[config.mk]
export PLATFORM = sky130hd
export DESIGN_NAME = beam_combiner_flat
export DESIGN_NICKNAME = d
export VERILOG_FILES = /design/src/rtl/beam_combiner_if.sv /design/src/rtl/beam_combiner.sv /design/src/flat_wrapper.sv
export SDC_FILE = /design/constraint.sdc
export NUM_CORES = 1
export LEC_CHECK = 0
export ABC_AREA = 0
export CAP_MARGIN = 15
export CELL_PAD_IN_SITES_DETAIL_PLACEMENT = 0
export CELL_PAD_IN_SITES_GLOBAL_PLACEMENT = 1
export CORE_MARGIN = 5
export CORE_UTILIZATION = 36
export CTS_CLUSTER_SIZE = 25
export DETAILED_ROUTE_END_ITERATION = 7
export PLACE_DENSITY_LB_ADDON = 0.1
export REMOVE_ABC_BUFFERS = 1
export SYNTH_ARGS = -nofsm -noshare
export SYNTH_HDL_FRONTEND = slang
export SYNTH_SLANG_ARGS = --single-unit
[constraint.sdc]
create_clock -name clock -period 20.1 [get_ports clock]
set_input_delay 4.02 -clock clock [delete_from_list [all_inputs] [get_ports clock]]
set_output_delay 4.02 -clock clock [all_outputs]
set_load 0.01 [all_outputs]
[src/rtl/beam_combiner_if.sv]
// Bundle of the four joined input streams (s00, s01, s20, s21) and the
// single combined output stream of beam_combiner.
//   sXX_axi_wvalid/wready/wdata/wlast : input beats, sample i at [i*8 +: 8]
//   m00_axi_rvalid/rready/rdata/rlast : combined output beats
// Modport slave is the combiner's view; modport master is the view of the
// environment that produces input beats and consumes output beats.
interface beam_combiner_if #(
  parameter int SDATA_WIDTH = 128,
  parameter int MDATA_WIDTH = 128
);
  logic                   s00_axi_wvalid, s01_axi_wvalid, s20_axi_wvalid, s21_axi_wvalid;
  logic                   s00_axi_wready, s01_axi_wready, s20_axi_wready, s21_axi_wready;
  logic [SDATA_WIDTH-1:0] s00_axi_wdata,  s01_axi_wdata,  s20_axi_wdata,  s21_axi_wdata;
  logic                   s00_axi_wlast,  s01_axi_wlast,  s20_axi_wlast,  s21_axi_wlast;

  logic                   m00_axi_rvalid;
  logic                   m00_axi_rready;
  logic [MDATA_WIDTH-1:0] m00_axi_rdata;
  logic                   m00_axi_rlast;

  modport slave (
    input  s00_axi_wvalid, s01_axi_wvalid, s20_axi_wvalid, s21_axi_wvalid,
    output s00_axi_wready, s01_axi_wready, s20_axi_wready, s21_axi_wready,
    input  s00_axi_wdata,  s01_axi_wdata,  s20_axi_wdata,  s21_axi_wdata,
    input  s00_axi_wlast,  s01_axi_wlast,  s20_axi_wlast,  s21_axi_wlast,
    output m00_axi_rvalid, m00_axi_rdata,  m00_axi_rlast,
    input  m00_axi_rready
  );

  modport master (
    output s00_axi_wvalid, s01_axi_wvalid, s20_axi_wvalid, s21_axi_wvalid,
    input  s00_axi_wready, s01_axi_wready, s20_axi_wready, s21_axi_wready,
    output s00_axi_wdata,  s01_axi_wdata,  s20_axi_wdata,  s21_axi_wdata,
    output s00_axi_wlast,  s01_axi_wlast,  s20_axi_wlast,  s21_axi_wlast,
    input  m00_axi_rvalid, m00_axi_rdata,  m00_axi_rlast,
    output m00_axi_rready
  );
endinterface

[src/rtl/beam_combiner.sv]
// beam_combiner: joins one beat from each of four sample streams, sums the
// four samples per lane (stage 1), then scales by an arithmetic right shift
// with saturation back to sample width (stage 2, the output register).
// Ports:
//   clock               sole clock, rising edge
//   resetn              synchronous active-low reset
//   bus                 beam_combiner_if.slave: four input streams + output stream
//   scale               right-shift amount 0..3, sampled when stage 1 moves to stage 2
//   last_mismatch_count saturating count of beats whose four wlast bits disagreed
//   sat_count           saturating count of beats with at least one clamped lane
module beam_combiner #(
  parameter int SDATA_WIDTH  = 128,
  parameter int SAMPLE_WIDTH = 8,
  parameter int MDATA_WIDTH  = 128
) (
  input  logic                clock,
  input  logic                resetn,
  beam_combiner_if.slave      bus,
  input  logic [1:0]          scale,
  output logic [15:0]         last_mismatch_count,
  output logic [15:0]         sat_count
);
  localparam int LANES = SDATA_WIDTH / SAMPLE_WIDTH;
  // Sum of four samples needs two extra bits to never overflow.
  localparam int SUM_W = SAMPLE_WIDTH + 2;
  localparam logic signed [SUM_W-1:0] SAT_MAX =
    {{(SUM_W-SAMPLE_WIDTH+1){1'b0}}, {(SAMPLE_WIDTH-1){1'b1}}};
  localparam logic signed [SUM_W-1:0] SAT_MIN =
    {{(SUM_W-SAMPLE_WIDTH+1){1'b1}}, {(SAMPLE_WIDTH-1){1'b0}}};

  function automatic logic signed [SUM_W-1:0] sext(input logic [SAMPLE_WIDTH-1:0] s);
    return {{(SUM_W-SAMPLE_WIDTH){s[SAMPLE_WIDTH-1]}}, s};
  endfunction

  logic                    all_valid, accept;
  logic                    s1_valid, s1_load, s1_move;
  logic                    s2_valid, s2_load, out_fire;
  logic signed [SUM_W-1:0] s1_sum [LANES];
  logic                    s1_last, s1_mismatch;
  logic [3:0]              lasts;
  logic [MDATA_WIDTH-1:0]  s2_data, s2_data_nxt;
  logic                    s2_last;
  logic                    sat_any;
  logic signed [SUM_W-1:0] shifted;

  // Elastic two-stage pipeline: a stage loads when empty or draining this cycle.
  assign out_fire  = s2_valid & bus.m00_axi_rready;
  assign s2_load   = ~s2_valid | out_fire;
  assign s1_move   = s1_valid & s2_load;
  assign s1_load   = ~s1_valid | s1_move;
  assign all_valid = bus.s00_axi_wvalid & bus.s01_axi_wvalid &
                     bus.s20_axi_wvalid & bus.s21_axi_wvalid;
  // Gating with resetn keeps every wready low while reset is asserted.
  assign accept    = resetn & all_valid & s1_load;

  // One shared ready so no channel is ever consumed on its own.
  assign bus.s00_axi_wready = accept;
  assign bus.s01_axi_wready = accept;
  assign bus.s20_axi_wready = accept;
  assign bus.s21_axi_wready = accept;

  assign lasts = {bus.s21_axi_wlast, bus.s20_axi_wlast,
                  bus.s01_axi_wlast, bus.s00_axi_wlast};

  // NOTE: sequential state uses non-blocking assignments so every register
  // samples pre-edge values; only control state and counters are reset, the
  // wide data registers are not because valid bits qualify their contents.
  always_ff @(posedge clock) begin
    if (!resetn) begin
      s1_valid <= 1'b0;
    end else if (s1_load) begin
      s1_valid <= accept;
    end
  end

  always_ff @(posedge clock) begin
    if (accept) begin
      for (int i = 0; i < LANES; i++) begin
        s1_sum[i] <= sext(bus.s00_axi_wdata[i*SAMPLE_WIDTH +: SAMPLE_WIDTH])
                   + sext(bus.s01_axi_wdata[i*SAMPLE_WIDTH +: SAMPLE_WIDTH])
                   + sext(bus.s20_axi_wdata[i*SAMPLE_WIDTH +: SAMPLE_WIDTH])
                   + sext(bus.s21_axi_wdata[i*SAMPLE_WIDTH +: SAMPLE_WIDTH]);
      end
      s1_last     <= bus.s00_axi_wlast;
      s1_mismatch <= ~((&lasts) | ~(|lasts));
    end
  end

  // Floor shift (>>> on a signed sum) followed by clamp to sample range.
  // NOTE: every combinational output gets a default first so no latch is inferred.
  always_comb begin
    s2_data_nxt = '0;
    sat_any     = 1'b0;
    shifted     = '0;
    for (int i = 0; i < LANES; i++) begin
      shifted = s1_sum[i] >>> scale;
      if (shifted > SAT_MAX) begin
        s2_data_nxt[i*SAMPLE_WIDTH +: SAMPLE_WIDTH] = SAT_MAX[SAMPLE_WIDTH-1:0];
        sat_any = 1'b1;
      end else if (shifted < SAT_MIN) begin
        s2_data_nxt[i*SAMPLE_WIDTH +: SAMPLE_WIDTH] = SAT_MIN[SAMPLE_WIDTH-1:0];
        sat_any = 1'b1;
      end else begin
        s2_data_nxt[i*SAMPLE_WIDTH +: SAMPLE_WIDTH] = shifted[SAMPLE_WIDTH-1:0];
      end
    end
  end

  always_ff @(posedge clock) begin
    if (!resetn) begin
      s2_valid            <= 1'b0;
      last_mismatch_count <= '0;
      sat_count           <= '0;
    end else begin
      if (s2_load) begin
        s2_valid <= s1_valid;
      end
      if (s1_move && s1_mismatch && last_mismatch_count != '1) begin
        last_mismatch_count <= last_mismatch_count + 16'd1;
      end
      if (s1_move && sat_any && sat_count != '1) begin
        sat_count <= sat_count + 16'd1;
      end
    end
  end

  always_ff @(posedge clock) begin
    if (s1_move) begin
      s2_data <= s2_data_nxt;
      s2_last <= s1_last;
    end
  end

  assign bus.m00_axi_rvalid = s2_valid;
  assign bus.m00_axi_rdata  = s2_valid ? s2_data : '0;
  assign bus.m00_axi_rlast  = s2_valid & s2_last;
endmodule

[src/flat_wrapper.sv]
// flat-port wrapper written by rule: the top's interface ports become plain ports
module beam_combiner_flat 
#(
  parameter int SDATA_WIDTH  = 128,
  parameter int SAMPLE_WIDTH = 8,
  parameter int MDATA_WIDTH  = 128
)
  (clock, resetn, scale, last_mismatch_count, sat_count, bus_s00_axi_wvalid, bus_s01_axi_wvalid, bus_s20_axi_wvalid, bus_s21_axi_wvalid, bus_s00_axi_wready, bus_s01_axi_wready, bus_s20_axi_wready, bus_s21_axi_wready, bus_s00_axi_wdata, bus_s01_axi_wdata, bus_s20_axi_wdata, bus_s21_axi_wdata, bus_s00_axi_wlast, bus_s01_axi_wlast, bus_s20_axi_wlast, bus_s21_axi_wlast, bus_m00_axi_rvalid, bus_m00_axi_rdata, bus_m00_axi_rlast, bus_m00_axi_rready);
  beam_combiner_if #(.SDATA_WIDTH(SDATA_WIDTH), .MDATA_WIDTH(MDATA_WIDTH)) bus_i ();
  input  logic clock;
  input  logic resetn;
  input  logic [1:0] scale;
  output logic [15:0] last_mismatch_count;
  output logic [15:0] sat_count;
  input wire logic [$bits(bus_i.s00_axi_wvalid)-1:0] bus_s00_axi_wvalid;
  input wire logic [$bits(bus_i.s01_axi_wvalid)-1:0] bus_s01_axi_wvalid;
  input wire logic [$bits(bus_i.s20_axi_wvalid)-1:0] bus_s20_axi_wvalid;
  input wire logic [$bits(bus_i.s21_axi_wvalid)-1:0] bus_s21_axi_wvalid;
  output wire logic [$bits(bus_i.s00_axi_wready)-1:0] bus_s00_axi_wready;
  output wire logic [$bits(bus_i.s01_axi_wready)-1:0] bus_s01_axi_wready;
  output wire logic [$bits(bus_i.s20_axi_wready)-1:0] bus_s20_axi_wready;
  output wire logic [$bits(bus_i.s21_axi_wready)-1:0] bus_s21_axi_wready;
  input wire logic [$bits(bus_i.s00_axi_wdata)-1:0] bus_s00_axi_wdata;
  input wire logic [$bits(bus_i.s01_axi_wdata)-1:0] bus_s01_axi_wdata;
  input wire logic [$bits(bus_i.s20_axi_wdata)-1:0] bus_s20_axi_wdata;
  input wire logic [$bits(bus_i.s21_axi_wdata)-1:0] bus_s21_axi_wdata;
  input wire logic [$bits(bus_i.s00_axi_wlast)-1:0] bus_s00_axi_wlast;
  input wire logic [$bits(bus_i.s01_axi_wlast)-1:0] bus_s01_axi_wlast;
  input wire logic [$bits(bus_i.s20_axi_wlast)-1:0] bus_s20_axi_wlast;
  input wire logic [$bits(bus_i.s21_axi_wlast)-1:0] bus_s21_axi_wlast;
  output wire logic [$bits(bus_i.m00_axi_rvalid)-1:0] bus_m00_axi_rvalid;
  output wire logic [$bits(bus_i.m00_axi_rdata)-1:0] bus_m00_axi_rdata;
  output wire logic [$bits(bus_i.m00_axi_rlast)-1:0] bus_m00_axi_rlast;
  input wire logic [$bits(bus_i.m00_axi_rready)-1:0] bus_m00_axi_rready;
  assign bus_i.s00_axi_wvalid = bus_s00_axi_wvalid;
  assign bus_i.s01_axi_wvalid = bus_s01_axi_wvalid;
  assign bus_i.s20_axi_wvalid = bus_s20_axi_wvalid;
  assign bus_i.s21_axi_wvalid = bus_s21_axi_wvalid;
  assign bus_s00_axi_wready = bus_i.s00_axi_wready;
  assign bus_s01_axi_wready = bus_i.s01_axi_wready;
  assign bus_s20_axi_wready = bus_i.s20_axi_wready;
  assign bus_s21_axi_wready = bus_i.s21_axi_wready;
  assign bus_i.s00_axi_wdata = bus_s00_axi_wdata;
  assign bus_i.s01_axi_wdata = bus_s01_axi_wdata;
  assign bus_i.s20_axi_wdata = bus_s20_axi_wdata;
  assign bus_i.s21_axi_wdata = bus_s21_axi_wdata;
  assign bus_i.s00_axi_wlast = bus_s00_axi_wlast;
  assign bus_i.s01_axi_wlast = bus_s01_axi_wlast;
  assign bus_i.s20_axi_wlast = bus_s20_axi_wlast;
  assign bus_i.s21_axi_wlast = bus_s21_axi_wlast;
  assign bus_m00_axi_rvalid = bus_i.m00_axi_rvalid;
  assign bus_m00_axi_rdata = bus_i.m00_axi_rdata;
  assign bus_m00_axi_rlast = bus_i.m00_axi_rlast;
  assign bus_i.m00_axi_rready = bus_m00_axi_rready;
  beam_combiner #(.SDATA_WIDTH(SDATA_WIDTH), .SAMPLE_WIDTH(SAMPLE_WIDTH), .MDATA_WIDTH(MDATA_WIDTH)) u_core (.clock(clock), .resetn(resetn), .bus(bus_i), .scale(scale), .last_mismatch_count(last_mismatch_count), .sat_count(sat_count));
endmodule
==> reports/metrics.json <==
{
  "synthesis.yosys.warnings": {"value": 0},
  "final_critical_path_setup_slack": {"value": 9363, "unit": "ps"},
  "synth-edff-count": {"value": 291},
  "final_min_period_over_clock_period": {"value": 0.5342},
  "slowest_stage": {"value": "sky130_fd_sc_hd__clkdlybuf4s50_1"},
  "critical_path.startpoint_type": {"value": "input port"},
  "max_slew.worst_pin.slew": {"value": 988.5, "unit": "ps"},
  "areaGrowthSynthToFinish": {"value": 33.86, "unit": "%"},
  "cts.root.buffer_cell": {"value": "sky130_fd_sc_hd__clkbuf_16"},
  "asyncSetResetFlopFracSynth": {"value": 0},
  "antenna_found_initial": {"value": 5},
  "regToRegEndpoint": {"value": "u_core.s1_sum[1][57]"},
  "cts-buffers-inserted": {"value": 41},
  "worst_ep_arrival_time": {"value": 6720, "unit": "ps"},
  "r2r_cells": {"value": 6},
  "total_leakage_power": {"value": 13.16, "unit": "nW"},
  "crit_fanout": {"value": 32},
  "rsz0062_at_grt": {"value": "no"},
  "route.detailed.vias_per_inst": {"value": 5.021},
  "pin_count_of_the_biggest_net_entering_global_routing": {"value": 99},
  "via_count_of_the_first_global_routing_pass": {"value": 20741},
  "post_synth_instance_area": {"value": 26630, "unit": "sq um"},
  "place_hpwl": {"value": 62240, "unit": "um"},
  "grt-ovfl-total": {"value": 0},
  "max-slew-margin-rel": {"value": 0.3410},
  "synth_cells": {"value": 2315},
  "setup_viol": {"value": 0},
  "route.vias.total": {"value": 19731},
  "slew_violations": {"value": 0},
  "cts_tree": {"value": "done"},
  "min-delay-path-class": {"value": "reg -> reg"},
  "worst_path_dominant_cell_family": {"value": "buffers and inverters"},
  "outcome": {"value": "complete, no violations"},
  "drv_cap": {"value": 0},
  "antenna_violating_nets_left": {"value": 0},
  "synth-seq-cells": {"value": 325},
  "core_area": {"value": 73210, "unit": "sq um"},
  "grt.total_usage": {"value": 0.1867},
  "die_span_x": {"value": 282.0, "unit": "um"},
  "tns": {"value": 0, "unit": "ps"},
  "postSynthAreaPerCell": {"value": 11.50, "unit": "sq um"},
  "placed_cell_area": {"value": 34320, "unit": "sq um"},
  "worstSetupEndpoint": {"value": "bus_s00_axi_wready"},
  "clock-skew-final": {"value": 11.94, "unit": "ps"},
  "cts-resized-gates": {"value": 0},
  "detail_route.wl_per_cell": {"value": 19.46, "unit": "um"},
  "detailedPlace.worstSlack": {"value": 9285, "unit": "ps"},
  "cts_setup_buffers": {"value": 0},
  "worst_path_largest_cell_delay": {"value": 900, "unit": "ps"},
  "worstPathCellList": {"value": "clkdlybuf4s50_1 > inv_2 > a211oi_4 > buf_4 > clkdlybuf4s50_1"},
  "setup.worst_path.start": {"value": "resetn"},
  "first_pass_grt_wire_length": {"value": 115300, "unit": "um"},
  "dominantRegCellSynth": {"value": "sky130_fd_sc_hd__edfxtp_1"},
  "globalplace.congestion": {"value": 0.8629},
  "fmax": {"value": 93.14, "unit": "MHz"},
  "hold_start": {"value": "u_core.s1_last"},
  "ios": {"value": 691},
  "path_depth": {"value": 5},
  "initial_core_util": {"value": 0.3637},
  "crit_type": {"value": "in -> out"},
  "std_cell_rows": {"value": 99},
  "worstSkewPairLatency": {"value": 560, "unit": "ps"},
  "synth_sequential_area_ratio": {"value": 0.3537},
  "drt-total-wl": {"value": 76460, "unit": "um"},
  "r2r_slack": {"value": 16600, "unit": "ps"},
  "worstSetupEndpointType": {"value": "output port"},
  "finalNetCount": {"value": 3879},
  "hold_fix_buffers_at_cts": {"value": 0},
  "timing_hold_violations_final": {"value": 0},
  "power_density": {"value": 71.17, "unit": "nW/um^2"},
  "tritoncts_num_sinks": {"value": 325},
  "die_area": {"value": 79500, "unit": "sq um"},
  "clock_tree.htree_level_count": {"value": 2},
  "first_pass_iteration_count_of_the_detailed_router": {"value": 5},
  "clockBufferDepth": {"value": 3},
  "timing.critical_path.buf_inv": {"value": 4},
  "final-instance-count-excl-fill": {"value": 3930},
  "peakVddDrop": {"value": 0.04815, "unit": "mV"},
  "layout-drive-gt1-share": {"value": 0.05829},
  "post-route-min-period": {"value": 10740, "unit": "ps"},
  "die-height": {"value": 282.0, "unit": "um"},
  "timing.critical_path.mode_cell": {"value": "sky130_fd_sc_hd__clkdlybuf4s50_1"},
  "cp_data_required_time": {"value": 16080, "unit": "ps"},
  "worst_r2r_start": {"value": "u_core.bus.m00_axi_rvalid"},
  "clk_pin_slew_worst_paths": {"value": 60, "unit": "ps"},
  "port-buffer-count": {"value": 690},
  "layout.cell_area.non_filler": {"value": 35640, "unit": "sq um"},
  "drt_drc_violations_left": {"value": 0},
  "synthDistinctLibCells": {"value": 58},
  "placed_cells_incl_taps": {"value": 3852},
  "initialDrtViolationCount": {"value": 1033}
}
## worst reg2reg max path, delay by kind of cell (launching register included)
family | cells | cell delay [ps]
flip-flops | 1 | 510
AO/OA/AOI/OAI | 1 | 220
buffers and inverters | 4 | 2080
AND/OR/NAND/NOR | 1 | 290
## cell usage in the layout (no fill, tap or decap), types with 113 or more instances in the layout
cell type                         instances
sky130_fd_sc_hd__a21oi_1                230
sky130_fd_sc_hd__clkdlybuf4s50_1        688
sky130_fd_sc_hd__fa_1                   272
sky130_fd_sc_hd__xnor2_1                113
sky130_fd_sc_hd__inv_1                  132
sky130_fd_sc_hd__nor2_1                 119
sky130_fd_sc_hd__ha_1                   146
sky130_fd_sc_hd__and2_1                 131
sky130_fd_sc_hd__edfxtp_1               291
sky130_fd_sc_hd__o21ai_0                181
## Yosys cell counts (32+ instances only)
cell type / number / area [sq um]
sky130_fd_sc_hd__xnor2_1: 113 / 989.7
sky130_fd_sc_hd__xor2_1: 43 / 376.6
sky130_fd_sc_hd__ha_1: 146 / 1827
sky130_fd_sc_hd__edfxtp_1: 291 / 8738
sky130_fd_sc_hd__a21o_1: 32 / 240.2
sky130_fd_sc_hd__o21bai_1: 33 / 247.7
sky130_fd_sc_hd__dfxtp_1: 34 / 680.7
sky130_fd_sc_hd__and2_1: 131 / 819.5
sky130_fd_sc_hd__clkbuf_1: 80 / 300.3
sky130_fd_sc_hd__nand2_1: 107 / 401.6
sky130_fd_sc_hd__a21oi_1: 230 / 1151
sky130_fd_sc_hd__nor2_1: 120 / 450.4
sky130_fd_sc_hd__inv_1: 134 / 503.0
sky130_fd_sc_hd__o21ai_0: 181 / 905.9
sky130_fd_sc_hd__fa_1: 272 / 5445
sky130_fd_sc_hd__mux4_2: 63 / 1419
## per-layer routing
layer	GRT usage	up-vias	share of wire
met5	0	-	0
met4	0.05097	0	0.024
met3	0.03676	87	0.061
met2	0.3379	576	0.52
met1	0.2281	9621	0.39
li1	-	9447	-
## registers in the layout, summed over array words and instances (netlist names)
name                        cells
u_core.s1_valid                 1
u_core.s1_last                  1
u_core.bus.m00_axi_rvalid       1
u_core.s1_mismatch              1
u_core.s1_sum                 160
u_core.last_mismatch_count     16
u_core.sat_count               16
u_core.s2_last                  1
u_core.s2_data                128
## metrics by stage
stage / total power [mW] / utilization / hold slack (ps)
after floorplan: 1.516 / - / 400.3
after global placement: 1.839 / 0.4687 / 406.1
after detailed placement: 1.847 / 0.4688 / 437.7
after CTS: 2.584 / 0.4868 / 445.9
after global routing: 2.728 / 0.4868 / 456.8
final: 2.537 / 0.4869 / 444.5
## final cells by class
| class | count | area, sq um |
|---|---|---|
| diodes | 3 | 7.507 |
| clock buffers | 57 | 1201 |
| clock inverters | 18 | 113.9 |
| fillers | 6566 | 37560 |
| inverters | 135 | 511.7 |
| multi-input cells | 1732 | 16190 |
| flip-flops and latches | 325 | 9423 |
| well taps | 959 | 1200 |
| repair buffers | 701 | 6997 |
## worst min path at each step
stage / slack [ps] / endpoint / depth (start not counted)
3_3_place_gp: 410 / u_core.s2_last / 0
2_1_floorplan: 400 / u_core.s2_last / 0
3_5_place_dp: 440 / u_core.s2_last / 0
5_1_grt: 460 / u_core.s2_last / 0
6_report: 440 / u_core.s2_last / 0
4_1_cts: 450 / u_core.s2_last / 0
## logic make-up (layout without fill, tap and decap cells)
group / Yosys count / count (layout) / share of synthesized area
DFF: 325 / 325 / 0.3537
AOI/OAI and AO/OA: 570 / 570 / 0.1226
and+or+nand+nor: 497 / 497 / 0.09595
xor gates and xnor gates: 156 / 156 / 0.05131
buffers and inverters: 258 / 911 / 0.03914
other: 0 / 3 / 0
adders and majority gates: 418 / 418 / 0.2731
muxes: 91 / 91 / 0.06419
## power breakdown
group | switching, mW | internal (mW)
combinational | 0.477 | 0.494
clock | 0.291 | 0.429
sequential | 0.0184 | 0.827
Power figures use the tool's default switching activity.
